==> src/rtl/rpn_engine_if.sv <==
// Token channel into the RPN engine: valid/ready handshake carrying an opcode
// and an immediate operand.
interface rpn_engine_if #(
    parameter int unsigned D = 32
);
    logic         valid;
    logic         ready;
    logic [2:0]   op;
    logic [D-1:0] data;

    modport master (output valid, output op, output data, input ready);
    modport slave  (input valid, input op, input data, output ready);
endinterface

==> src/rtl/rpn_engine.sv <==
// Reverse-Polish evaluation engine driving an external LIFO stack; tracks depth
// locally and turns illegal tokens into a sticky first-error-wins flag.
module rpn_engine #(
    parameter int unsigned D = 32,
    parameter int unsigned A = 4
) (
    input  logic         clk,
    input  logic         reset,
    rpn_engine_if.slave  tok,
    output logic         stk_push,
    output logic         stk_pop,
    output logic [D-1:0] stk_wr_data,
    input  logic [D-1:0] stk_rd_data,
    output logic         res_valid,
    output logic [D-1:0] res_data,
    output logic [A:0]   depth,
    output logic         err,
    output logic [1:0]   err_code,
    input  logic         err_clr
);
    localparam logic [2:0] OpPush = 3'b000;
    localparam logic [2:0] OpAdd  = 3'b001;
    localparam logic [2:0] OpSub  = 3'b010;
    localparam logic [2:0] OpAnd  = 3'b011;
    localparam logic [2:0] OpOr   = 3'b100;
    localparam logic [2:0] OpXor  = 3'b101;
    localparam logic [2:0] OpDup  = 3'b110;
    localparam logic [2:0] OpEmit = 3'b111;

    localparam logic [1:0] ErrNone = 2'b00;
    localparam logic [1:0] ErrUnf  = 2'b01;
    localparam logic [1:0] ErrOvf  = 2'b10;

    localparam logic [A:0] Full = {1'b1, {A{1'b0}}};
    localparam logic [A:0] One  = {{A{1'b0}}, 1'b1};
    localparam logic [A:0] Two  = {{(A-1){1'b0}}, 2'b10};

    typedef enum logic [2:0] {StIdle, StPop1, StPop2, StWrite, StEmit} state_e;

    state_e       state;
    logic [2:0]   op_q;
    logic [D-1:0] data_q;
    logic [D-1:0] opa_q;
    logic [D-1:0] opb_q;
    logic [1:0]   cause;

    assign tok.ready = (state == StIdle);
    assign stk_push  = (state == StWrite);
    assign stk_pop   = (state == StPop1) || (state == StPop2) || (state == StEmit);

    always_comb begin
        cause = ErrNone;
        case (tok.op)
            OpPush: if (depth == Full) cause = ErrOvf;
            OpDup: begin
                if (depth == '0) cause = ErrUnf;
                else if (depth == Full) cause = ErrOvf;
            end
            OpEmit: if (depth == '0) cause = ErrUnf;
            default: if (depth < Two) cause = ErrUnf;
        endcase
    end

    // opa is the old top, opb the entry beneath it, so SUB yields second - top.
    always_comb begin
        case (op_q)
            OpAdd:   stk_wr_data = opb_q + opa_q;
            OpSub:   stk_wr_data = opb_q - opa_q;
            OpAnd:   stk_wr_data = opb_q & opa_q;
            OpOr:    stk_wr_data = opb_q | opa_q;
            OpXor:   stk_wr_data = opb_q ^ opa_q;
            default: stk_wr_data = data_q;
        endcase
    end

    always_ff @(posedge clk or posedge reset) begin
        if (reset) begin
            state     <= StIdle;
            op_q      <= OpPush;
            data_q    <= '0;
            opa_q     <= '0;
            opb_q     <= '0;
            depth     <= '0;
            err       <= 1'b0;
            err_code  <= ErrNone;
            res_valid <= 1'b0;
            res_data  <= '0;
        end else begin
            res_valid <= 1'b0;
            if (err_clr) begin
                err      <= 1'b0;
                err_code <= ErrNone;
            end
            case (state)
                StIdle: begin
                    if (tok.valid) begin
                        if (cause != ErrNone) begin
                            // A clear on the same edge lets the new error take over.
                            if (!err || err_clr) begin
                                err      <= 1'b1;
                                err_code <= cause;
                            end
                        end else begin
                            op_q <= tok.op;
                            case (tok.op)
                                OpPush: begin
                                    data_q <= tok.data;
                                    state  <= StWrite;
                                end
                                OpDup: begin
                                    data_q <= stk_rd_data;
                                    state  <= StWrite;
                                end
                                OpEmit:  state <= StEmit;
                                default: state <= StPop1;
                            endcase
                        end
                    end
                end
                StPop1: begin
                    opa_q <= stk_rd_data;
                    depth <= depth - One;
                    state <= StPop2;
                end
                StPop2: begin
                    opb_q <= stk_rd_data;
                    depth <= depth - One;
                    state <= StWrite;
                end
                StWrite: begin
                    depth <= depth + One;
                    state <= StIdle;
                end
                StEmit: begin
                    res_data  <= stk_rd_data;
                    res_valid <= 1'b1;
                    depth     <= depth - One;
                    state     <= StIdle;
                end
                default: state <= StIdle;
            endcase
        end
    end
endmodule
==> src/flat_wrapper.sv <==
// flat-port wrapper written by rule: the top's interface ports become plain ports
module rpn_engine_flat 
#(
    parameter int unsigned D = 32,
    parameter int unsigned A = 4
)
  (clk, reset, stk_push, stk_pop, stk_wr_data, stk_rd_data, res_valid, res_data, depth, err, err_code, err_clr, tok_valid, tok_op, tok_data, tok_ready);
  rpn_engine_if #(.D(D)) tok_i ();
  input  logic clk;
  input  logic reset;
  output logic stk_push;
  output logic stk_pop;
  output logic [D-1:0] stk_wr_data;
  input  logic [D-1:0] stk_rd_data;
  output logic res_valid;
  output logic [D-1:0] res_data;
  output logic [A:0] depth;
  output logic err;
  output logic [1:0] err_code;
  input  logic err_clr;
  input wire logic [$bits(tok_i.valid)-1:0] tok_valid;
  input wire logic [$bits(tok_i.op)-1:0] tok_op;
  input wire logic [$bits(tok_i.data)-1:0] tok_data;
  output wire logic [$bits(tok_i.ready)-1:0] tok_ready;
  assign tok_i.valid = tok_valid;
  assign tok_i.op = tok_op;
  assign tok_i.data = tok_data;
  assign tok_ready = tok_i.ready;
  rpn_engine #(.D(D), .A(A)) u_core (.clk(clk), .reset(reset), .tok(tok_i), .stk_push(stk_push), .stk_pop(stk_pop), .stk_wr_data(stk_wr_data), .stk_rd_data(stk_rd_data), .res_valid(res_valid), .res_data(res_data), .depth(depth), .err(err), .err_code(err_code), .err_clr(err_clr));
endmodule
==> config.mk <==
export PLATFORM = sky130hd
export DESIGN_NAME = rpn_engine_flat
export DESIGN_NICKNAME = d
export VERILOG_FILES = /design/src/rtl/rpn_engine_if.sv /design/src/rtl/rpn_engine.sv /design/src/flat_wrapper.sv
export SDC_FILE = /design/constraint.sdc
export NUM_CORES = 1
export LEC_CHECK = 0
export CORE_ASPECT_RATIO = 1.1
export CORE_MARGIN = 2
export CORE_UTILIZATION = 50
export DETAILED_ROUTE_END_ITERATION = 16
export GPL_TIMING_DRIVEN = 1
export PLACE_DENSITY_LB_ADDON = 0.08
export SYNTH_ARGS = -nofsm -noshare
export SYNTH_HDL_FRONTEND = slang
export SYNTH_SLANG_ARGS = --single-unit
==> constraint.sdc <==
create_clock -name clk -period 15.4 [get_ports clk]
set_clock_uncertainty 0.15 [all_clocks]
set_input_delay 4.62 -clock clk [delete_from_list [all_inputs] [get_ports clk]]
set_output_delay 4.62 -clock clk [all_outputs]
set_load 0.02 [all_outputs]
==> run_results.csv <==
group,metric,value,unit
drt,vias,8894,
drt,ant_nets,0,
timing,rsz0062_at_grt,"no",
grt,globalRouteTotalUtil,26.11,%
timing,relSlewSlack,31.91,%
synth,avgSynthCellArea,8.776,sq um
placement,dp.cells,1513,
flow_run,maxCapViolCount,0,
timing,drv_slew,0,
grt,grt_start_max_net_pins,87,
cts,insertion_delay,0.44,ns
cts,postCtsSetupBuffers,0,
final_layout,fin_cells,1545,
floorplan,core-area,20000,sq um
timing,hold_ws,0.3349,ns
synth,synthFlopType,"dfrtp_1",
cts,cts_resized,0,
drt,wl_met1,12970,um
synth,yosys_register_bits,143,
synth,ys_types,61,
timing,worst_pin_slew,1.021,ns
synth,synth_warnings,0,
floorplan,initial_core_util,51.34,%
timing,max_freq,97.52,MHz
cts,cts-htree-levels,4,
drt,drt_pass1_iterations,7,
drt,wl_per_cell,17.92,um
drt,highest_layer,"met4",
floorplan,die_w,140.6,um
worst_setup_path,cp-end-kind,"output pin",
synth,syn_inst,1170,
cts,clkSinkCount,143,
grt,grt_pass1_wl,45900,um
synth,synth-seq-area-share,34.85,%
placement,numPortBuffers,146,
placement,gp_congestion,0.9239,
cts,numCtsBuffers,17,
synth,synth_enable_flop_cells,0,
final_layout,drive_gt1_share,8.198,%
floorplan,die_area,21700,sq um
worst_setup_path,crit_top_cell,"or4_4",
synth,syn_area,10270,sq um
synth,syn-num-nets,1342,
synth,async_reset_ff_share,100.0,%
timing,min_period,10.25,ns
min_path,min_path_type,"reg2reg",
grt,antenna_found_initial,0,
floorplan,std_cell_rows,54,
floorplan,die_height,154.3,um
worst_setup_path,arrival,5.48,ns
placement,dp_hpwl,19170,um
final_layout,fin_nets,1452,
worst_setup_path,slowest_delay,0.64,ns
final_layout,diodes,0,
cts,root_buffer,"clkbuf_16",
drt,avgViaCountPerCell,5.757,
floorplan,ioPinCount,147,
timing,setup_violations,0,
final_layout,syn2layout_area_growth,22.05,%
synth,yosysTopAreaCell,"dfrtp_1",
worst_setup_path,crit_fanout,5,
timing,hold_viol,0,
drt,drc,0,
drt,totalWireLength,27680,um
worst_setup_path,cp-start-kind,"flip-flop",
status,status,"finished clean",
timing,fin_crit_sh,66.58,%
timing,fin_tns_setup,0,ns
cts,cts_tree,"done",
worst_setup_path,critPathSlowestCell,"clkdlybuf4s50_1",
cts,clock_path_buffers,2,
drt,first_iter_violations,644,
worst_setup_path,required,10.63,ns
worst_setup_path,path_class,"reg2out",
cts,path_clk_slew,0.07,ns
synth,synth_top_area_share,34.85,%
drt,wl_met3,1349,um
grt,overflow,0,
synth,synth_area_leaders,"dfrtp_1 35%, ha_1 12%, nand2_1 6.8%",
cts,holdBufCountCts,0,
drt,dr_wl_met2,12930,um
worst_setup_path,path_cells,"nor4_4 -> nand4_2 -> or4_4 -> or3_4 -> or4_4 -> o31ai_2 -> xnor2_1 -> ha_1 -> nand2_1 -> nor2_1 -> a211oi_1 -> nor2b_1 -> nor3_1 -> o31ai_1 -> mux2i_1 -> a41oi_1 -> clkdlybuf4s50_1",
grt,grt_pass1_vias,8865,
## state kept, by name (all words and copies together), names as in the netlist
register          cells
u_core.depth          5
u_core.res_data      32
u_core.data_q        32
u_core.opb_q         32
u_core.state          3
u_core.op_q           3
u_core.err            1
u_core.res_valid      1
u_core.opa_q         32
u_core.err_code       2
## worst max-delay path, delay by kind of cell, from the launching register on
family          cells  cell delay (ns)
fa+ha+maj           1             0.30
simple gates        9             2.44
buf+inv             1             0.64
flops               1             0.45
xor+xnor            1             0.15
mux                 1             0.15
compound gates      4             0.91
## metrics by stage
step                      cell area [sq um]  setup WS, ns  util, %
final                                 12530         5.146    62.66
after global routing                  12530         4.894    62.66
after CTS                             12530         5.167    62.66
after detailed placement              11930         5.645    59.64
after global placement                11930         5.702    59.64
after floorplan                       10270         6.404        -
## layout make-up
type                            instances  area (sq um)
Clock buffer                           19         452.9
Tap cell                              252         315.3
Multi-Input combinational cell        884          6180
Sequential cell                       143          3580
Inverter                               73         279.0
Clock inverter                         13         150.1
Fill cell                            1748          7468
Timing Repair Buffer                  161          1574
## logic make-up after synthesis
| family | Yosys count | share of synthesized area, % |
|---|---|---|
| xor gates and xnor gates | 61 | 5.203 |
| buffers and inverters | 143 | 5.228 |
| adders and majority gates | 101 | 12.45 |
| DFF | 143 | 34.85 |
| AOI/OAI and AO/OA | 326 | 20.28 |
| muxes | 74 | 7.677 |
| and+or+nand+nor | 322 | 14.31 |
## synthesized netlist by cell type, drive strengths merged, types with 2 or more instances
cell type	number
a211oi	7
a21boi	2
a21o	51
a21oi	61
a222oi	31
a31oi	6
and2	3
and3	4
and3b	3
buf	2
clkbuf	68
dfrtp	143
fa	2
ha	99
inv	73
mux2	38
mux2i	36
nand2	185
nand2b	10
nand3	10
nand3b	5
nand4	11
nor2	53
nor2b	5
nor3	14
nor3b	3
nor4	2
o2111ai	2
o21a	4
o21ai	124
o21bai	7
o22ai	4
o31a	2
o31ai	12
o32ai	2
o41ai	2
or2	2
or3	3
or4	7
xnor2	50
xor2	11
## worst paths after layout
path / startpoint / end / slack [ns] / cells after the start
min in group asynchronous: reset / u_core.res_data[11]$_DFFE_PP0P_ / 4.55 / 2
hold / removal: u_core.data_q[18]$_DFFE_PP0P_ / u_core.data_q[18]$_DFFE_PP0P_ / 0.33 / 2
max in group asynchronous: reset / u_core.opb_q[31]$_DFFE_PP0N_ / 9.26 / 3
hold reg to reg: u_core.data_q[18]$_DFFE_PP0P_ / u_core.data_q[18]$_DFFE_PP0P_ / 0.33 / 2
setup / recovery: u_core.opa_q[5]$_DFFE_PP0P_ / stk_wr_data[31] / 5.15 / 17
setup reg to reg: u_core.state[0]$_DFFE_PP0P_ / u_core.depth[4]$_DFFE_PP0P_ / 12.41 / 8
## placed cells by master, fill, tap and decap left out, drive strengths merged, types with 6 or more instances in the layout
cell             n
nand2b          10
ha              99
o21ai          124
xor2            11
nand4           11
inv             78
a31oi            6
mux2i           36
a21oi           61
clkdlybuf4s50  146
o21bai           7
nor3            14
mux2            38
dfrtp          143
o31ai           12
or4              7
buf             15
nand2          185
clkbuf          19
nand3           10
a21o            51
xnor2           50
nor2            53
a222oi          31
a211oi           7
## routing by layer
metal / track usage (%) / up-vias
li1: - / 4352
met1: 36.25 / 4257
met2: 42.62 / 259
met3: 3.808 / 26
met4: 7.619 / 0
met5: 0 / -
Power is left out: the tool's default activity adds up to more than one toggle a clock period on the data nets, which glitch-free logic cannot reach.
